### config.mk
export PLATFORM = sky130hd
export DESIGN_NAME = bcd_counter
export DESIGN_NICKNAME = d
export VERILOG_FILES = /design/src/rtl/bcd_counter.sv
export SDC_FILE = /design/constraint.sdc
export NUM_CORES = 1
export LEC_CHECK = 0
export BUFFER_PORTS_ARGS = -buffer_cell sky130_fd_sc_hd__buf_2
export CORE_AREA = 2 2 61 63
export DETAILED_ROUTE_END_ITERATION = 10
export DIE_AREA = 0 0 63 65
export PLACE_DENSITY = 0.76
export RECOVER_POWER = 100
export SLEW_MARGIN = 20
export SYNTH_ARGS = -nofsm -noshare
export SYNTH_HDL_FRONTEND = slang
export SYNTH_SLANG_ARGS = --single-unit
export TNS_END_PERCENT = 20
### constraint.sdc
create_clock -name clk -period 2.8 [get_ports clk]
set_input_delay 0.56 -clock clk [delete_from_list [all_inputs] [get_ports clk]]
set_output_delay 0.56 -clock clk [all_outputs]
set_load 0.05 [all_outputs]
### src/rtl/bcd_counter.sv
// Multi-digit BCD up/down counter with sync clear, checked parallel load, wrap or saturate at range ends.
// Latency: 1 cycle from command edge to count/pulse outputs; at_max/at_zero decode the count register.
// Backpressure: none; one command is accepted on every rising edge, with priority clr > load > inc^dec.
module bcd_counter #(
    parameter int DIGITS   = 4,
    parameter bit SATURATE = 1'b0
) (
    input  logic                clk,
    input  logic                reset_n,
    input  logic                clr,
    input  logic                load,
    input  logic [4*DIGITS-1:0] load_val,
    input  logic                inc,
    input  logic                dec,
    output logic [4*DIGITS-1:0] count,
    output logic                wrap_up,
    output logic                wrap_dn,
    output logic                load_err,
    output logic                at_max,
    output logic                at_zero
);

    localparam int W = 4 * DIGITS;

    // Per-digit decode of the current count and of the load word
    logic [DIGITS-1:0] dig_max;
    logic [DIGITS-1:0] dig_zero;
    logic [DIGITS-1:0] dig_ok;

    // Incremented and decremented versions of count (ripple within one cycle)
    logic [W-1:0] inc_val;
    logic [W-1:0] dec_val;

    // Next-state values for the registered outputs
    logic [W-1:0] count_nxt;
    logic         wrap_up_nxt;
    logic         wrap_dn_nxt;
    logic         load_err_nxt;

    // Single-command decode: inc and dec together cancel out
    logic do_inc;
    logic do_dec;
    logic load_ok;

    assign do_inc  = inc & ~dec;
    assign do_dec  = dec & ~inc;
    assign load_ok = &dig_ok;

    // Flag each digit that is at 9, at 0, or (for the load word) a legal BCD digit
    always_comb begin
        dig_max  = '0;
        dig_zero = '0;
        dig_ok   = '0;
        for (int k = 0; k < DIGITS; k++) begin
            dig_max[k]  = (count[4*k +: 4] == 4'd9);
            dig_zero[k] = (count[4*k +: 4] == 4'd0);
            dig_ok[k]   = (load_val[4*k +: 4] <= 4'd9);
        end
    end

    // Carry ripple: a digit steps only when every lower digit is at 9
    always_comb begin
        logic       carry;
        logic [3:0] cur;
        inc_val = count;
        carry   = 1'b1;
        for (int k = 0; k < DIGITS; k++) begin
            cur = count[4*k +: 4];
            if (carry) begin
                inc_val[4*k +: 4] = dig_max[k] ? 4'd0 : cur + 4'd1;
            end
            carry = carry & dig_max[k];
        end
    end

    // Borrow ripple: a digit steps only when every lower digit is at 0
    always_comb begin
        logic       borrow;
        logic [3:0] cur;
        dec_val = count;
        borrow  = 1'b1;
        for (int k = 0; k < DIGITS; k++) begin
            cur = count[4*k +: 4];
            if (borrow) begin
                dec_val[4*k +: 4] = dig_zero[k] ? 4'd9 : cur - 4'd1;
            end
            borrow = borrow & dig_zero[k];
        end
    end

    // Range-end decode from the register only, never from the inputs
    assign at_max  = &dig_max;
    assign at_zero = &dig_zero;

    // Command priority and the wrap/saturate decision at the range ends
    always_comb begin
        count_nxt    = count;
        wrap_up_nxt  = 1'b0;
        wrap_dn_nxt  = 1'b0;
        load_err_nxt = 1'b0;
        if (clr) begin
            count_nxt = '0;
        end else if (load) begin
            // An illegal digit leaves the count untouched so it always stays valid BCD
            if (load_ok) begin
                count_nxt = load_val;
            end else begin
                load_err_nxt = 1'b1;
            end
        end else if (do_inc) begin
            wrap_up_nxt = at_max;
            // inc_val is already all-zero when count is all-9s, so wrapping needs no extra case
            if (!(at_max && SATURATE)) begin
                count_nxt = inc_val;
            end
        end else if (do_dec) begin
            wrap_dn_nxt = at_zero;
            // dec_val is already all-9s when count is zero
            if (!(at_zero && SATURATE)) begin
                count_nxt = dec_val;
            end
        end
    end

    // State and pulse registers; reset truncates any pulse in flight
    always_ff @(posedge clk or negedge reset_n) begin
        if (!reset_n) begin
            count    <= '0;
            wrap_up  <= 1'b0;
            wrap_dn  <= 1'b0;
            load_err <= 1'b0;
        end else begin
            count    <= count_nxt;
            wrap_up  <= wrap_up_nxt;
            wrap_dn  <= wrap_dn_nxt;
            load_err <= load_err_nxt;
        end
    end

endmodule

== Yosys cells after proc, flatten, opt, wreduce, memory -nomap -nowiden ==
Index checks and enable logic that the tools add are counted.

* $add $sub $neg: 8
* $lt $le $gt $ge: 4
* Eq/ne operators: 8
* Mux-type cells: 29
* Bitwise operators: 8
* Reduce and logical (&&, ||, !) cells: 15

{| class="wikitable"
|+ Operators by type and width
! kind !! count
|-
| $mux W16 || 5
|-
| $mux W4 || 14
|-
| $reduce_and A4 Y1 || 6
|-
| $add A4 B1 Y4 const B || 4
|-
| $eq A4 B4 Y1 const B || 4
|-
| $le A4 B4 Y1 const B || 4
|-
| $logic_not A4 Y1 || 4
|-
| $reduce_bool A4 Y1 || 4
|-
| $sub A4 B1 Y4 const B || 4
|-
| $mux W1 || 10
|-
| $ne A4 B3 Y1 const B || 2
|-
| $and A1 B1 Y1 || 6
|-
| $ne A4 B4 Y1 const B || 1
|-
| $ne A3 B2 Y1 const B || 1
|-
| $not A1 Y1 || 2
|-
| $reduce_and A2 Y1 || 1
|}

* Flip-flop bits (word level): 19
* Bits of input ports: 22
* Output and inout bits: 21
* Word-level logic and storage cells: 79

== Depth between registers and ports, before layout ==
* Word-level depth: 8
* Depth in mapped cells: 8
* Gate-level depth less buffers: 7

== Least setup slack after synthesis ==
Ideal clock, no wire load.

* Path kind: register to output
* Start point: register count[6]
* End point: output at_max
* Data arrival time: 2.688 ns
* Data required time: 2.240 ns
* Setup slack: -0.448 ns
* Stages on the path, launching flop included: 5
* Buffers on the path: 1
* Cells stage by stage: dfrtp_1 -> clkbuf_1 -> nor2b_1 -> nand2_1 -> nor4_1

* Word-level cells in the longest chain between the ends: 2

{| class="wikitable"
|+ Ends and longest elaborated chain
! item !! RTL line !! source
|-
| start: declaration || 15 || <nowiki>output logic [4*DIGITS-1:0] count,</nowiki>
|-
| start signal: assignment || 133 || <nowiki>count <= count_nxt;</nowiki>
|-
| $eq A4 B4 Y1 || 55 || <nowiki>dig_max[k] = (count[4*k +: 4] == 4'd9);</nowiki>
|-
| $reduce_and A4 Y1 || 92 || <nowiki>assign at_max = &dig_max;</nowiki>
|-
| end: declaration || 19 || <nowiki>output logic at_max,</nowiki>
|}

Every way passes these cells.

== Worst setup path after layout ==
* Start point: register count[0]
* End point: register count[8]

* Word-level cells in the longest chain between the ends: 4
* Elaborated cells on any way between the ends: 7
* Classes of those cells: 2 x eq/ne; 2 x bitwise; 3 x reduce/logical

{| class="wikitable"
|+ Ends and longest elaborated chain
! item !! RTL line
|-
| $eq A4 B4 Y1 / $logic_not A4 Y1 (equally long branches) || 55, 56
|-
| $and A1 B1 Y1 (on tied branches) || 72, 87
|-
| $ne A4 B3 Y1 (no source line) / $reduce_bool A4 Y1 (equally long branches) || -
|-
| $reduce_and A4 Y1 (no source line) (*) || -
|}

Mark *: on every way between the ends. The rest lies on a longest branch, timed or not.
A chain may end at the register's enable or synchronous reset.

==> key figures <==
Power and ir drop
  – Pleak: 0.9152 nW
  – Overall Power: 1.220 mW
  – Pwr Density: 594.8 nW/µm²
  – Maximum VDD drop: 289.7 µV

Place
  – Post-DP HPWL: 3616 µm
  – IO Port Bufs: 42
  – Final Wtd Congestion: 0.9204
  – Worst slack, placed: 0.3021 ns

Floorplan
  – Die Ht: 65 µm
  – I/O pin count: 43
  – Initial core utilization: 0.5050
  – CORE AREA: 3496 µm²
  – Die ar.: 4095 µm²
  – # rows: 22
  – Chip width: 63 µm

Final layout
  – Share of layout cells above drive strength 1: 0.1556
  – Number of fill cells: 359
  – Area Overhead vs Synth: 16.23%
  – Most common cell after layout, fill and taps aside: clkbuf_1
  – N_diodes: 0
  – Register area: 475.5 µm²
  – NumNets Final: 294
  – Multi-input gate area: 1191 µm²
  – Most frequent cells in the layout: clkbuf_1 (22), inv_1 (19), dfrtp_1 (19), buf_2 (19), nor2_1 (16)

Route
  – DRC Markers: 0
  – Routed len/inst: 15.83 µm
  – First-pass DRT Iterations: 6
  – ANT nets after route: 0
  – Starting DRT DRC Count: 103
  – Routed vias: 1840
  – Drt total wl: 4828 µm
  – Drt via density: 6.033

Critical path
  – Setup crit end kind: flip-flop
  – RR Startpoint: count[0]
  – CP max stage delay: 0.71 ns
  – Worst setup SP type: flip-flop
  – FF-to-FF setup slack: 0.10 ns
  – Crit-path slowest cell: a211oi_1
  – Crit path DAT: 2.91 ns
  – Crit path from: count[0]
  – Critical path class: flip-flop to flip-flop
  – Reg2Reg Depth: 7
  – CP max FO: 8
  – Required @ worst endpoint: 3.01 ns
  – Worst path cell trace: inv_1 -> ha_1 -> or3b_4 -> nor2_2 -> a21boi_1 -> a211oi_1 -> mux2_1
  – Critical R2R Capture: count[8]

STA
  – Hold Slack: 0.4260 ns
  – RSZ-0062 raised after global routing: false
  – Min cycle time layout: 2.696 ns
  – Setup TNS after final layout: 0 ns
  – Final Hold Viols: 0
  – Max Clock Skew: 0.004282 ns
  – Final setup viols: 0
  – Final WS setup: 0.1036 ns
  – Least-Margin Pin Slew: 1.116 ns
  – Maximum clock frequency: 370.9 MHz
  – Crit share post-route: 0.9630
  – Slew margin rel.: 0.2560
  – Max-slew violation count: 0

Global routing
  – GR Util All Layers: 0.2453
  – Initial antenna violation count: 0
  – First-pass GRT wire length: 8004 µm
  – Vias in the first global route: 1672
  – Grt ovf: 0
  – Pin count of the biggest net entering global routing: 20

Clock tree
  – Cts bufs inserted: 3
  – Clk root buf: clkbuf_4
  – TritonCTS clock tree: yes
  – Register clock-pin slew on the reported worst setup and hold paths: 0.12 ns
  – Clock buffer depth: 2
  – Hold buffers post-CTS: 0
  – H-tree depth: 1
  – CTS Sinks: 19
  – Clock latency on the worst-skew pair: 0.31 ns

Synthesis
  – #FFs+latches synth: 19
  – Synthesized Nets: 249
  – Seq/Total Area, Yosys: 0.2693
  – Yosys Warn Count: 0
  – FFs w/ async S/R, synth: 1.000
  – Yosys cell types: 52
  – Post-Syn Area: 1765 µm²
  – Avg Synthesized Cell Area: 8.288 µm²
  – Ys flop type: dfrtp_1
  – Synth Instances: 213
  – EDFF count, synth: 0

Min path
  – Worst Hold Class: input pin to async pin

Status
  – Status: finished clean

Job
  – Max_cap viols: 0
[kinds of logic after synthesis]
family                     synth area share
AOI/OAI and AO/OA                    0.2849
buffers and inverters               0.05882
and+or+nand+nor                      0.2062
muxes                               0.08150
adders and majority gates           0.09922
DFF                                  0.2693
[stage by stage]
step,cell area [µm²],cells,util
after detailed placement,2051,301,0.5866
after CTS,2085,305,0.5963
after floorplan,1772,213,-
final,2052,305,0.5870
after global routing,2052,305,0.5870
after global placement,2051,301,0.5866
[sequential cells by signal, indices dropped and copies added (netlist names)]
name,flops
count,16
load_err,1
wrap_dn,1
wrap_up,1
[what timing repair did]
item                                   CTS  global route
setup endpoints to repair                1             1
pin swaps                                0             0
setup buffers                            0             0
endpoints found under the hold margin    0             0
resized for setup                        2             2
[report_power, final]
part	total, mW	switching (mW)	leakage, nW	internal, mW
registers	0.409	0.0907	0.248	0.318
logic	0.659	0.432	0.652	0.227
clock network	0.153	0.0974	0.0150	0.0557
[cells in the mapped netlist (2+ instances only)]
library cell / instances / area share
a311oi_1: 3 / 0.015
mux2_2: 3 / 0.019
clkbuf_1: 4 / 0.0085
o21bai_1: 5 / 0.021
mux2_4: 3 / 0.026
a31oi_1: 4 / 0.014
ha_1: 14 / 0.099
a221oi_1: 4 / 0.020
o21ai_0: 12 / 0.034
buf_2: 2 / 0.0057
nor3_1: 9 / 0.026
mux2_1: 4 / 0.026
a211oi_1: 3 / 0.013
a211o_1: 3 / 0.015
a211oi_2: 2 / 0.014
nand3_1: 10 / 0.028
o211a_1: 2 / 0.011
o21ai_1: 4 / 0.011
nand2_1: 14 / 0.030
nor2_1: 16 / 0.034
mux2i_1: 2 / 0.011
nor2b_1: 6 / 0.021
dfrtp_1: 19 / 0.27
and2_1: 2 / 0.0071
a21oi_1: 11 / 0.031
nand2b_1: 5 / 0.018
a221o_1: 4 / 0.023
inv_1: 19 / 0.040
[worst max path at each step]
stage,end,slack (ns),depth (start not counted)
4_1_cts,at_zero,0.03,5
5_1_grt,count[9],0.02,7
6_report,count[8],0.10,7
3_5_place_dp,at_zero,0.30,6
2_1_floorplan,at_zero,-0.29,4
3_3_place_gp,at_zero,0.33,6
[layout make-up]
type,instances,area share
Sequential cell,19,0.2317
Tap cell,48,0.02927
Multi-Input combinational cell,167,0.5805
Clock buffer,4,0.01280
Inverter,20,0.03659
Timing Repair Buffer,47,0.1091
[worst max-delay path: cells and delay by family (launching register included)]
family / cells / cell delay (ns)
adders and majority gates: 1 / 0.22
DFF: 1 / 0.49
buffers and inverters: 1 / 0.12
muxes: 1 / 0.38
AOI/OAI and AO/OA: 2 / 0.82
and+or+nand+nor: 2 / 0.56
[routing by layer]
metal | vias up | GRT usage | part of all wire
met2 | 61 | 0.3989 | 0.48
li1 | 885 | - | -
met5 | - | 0 | 0
met3 | 10 | 0.02604 | 0.053
met1 | 884 | 0.3416 | 0.44
met4 | 0 | 0.07778 | 0.021
Power figures use the tool's default switching activity.
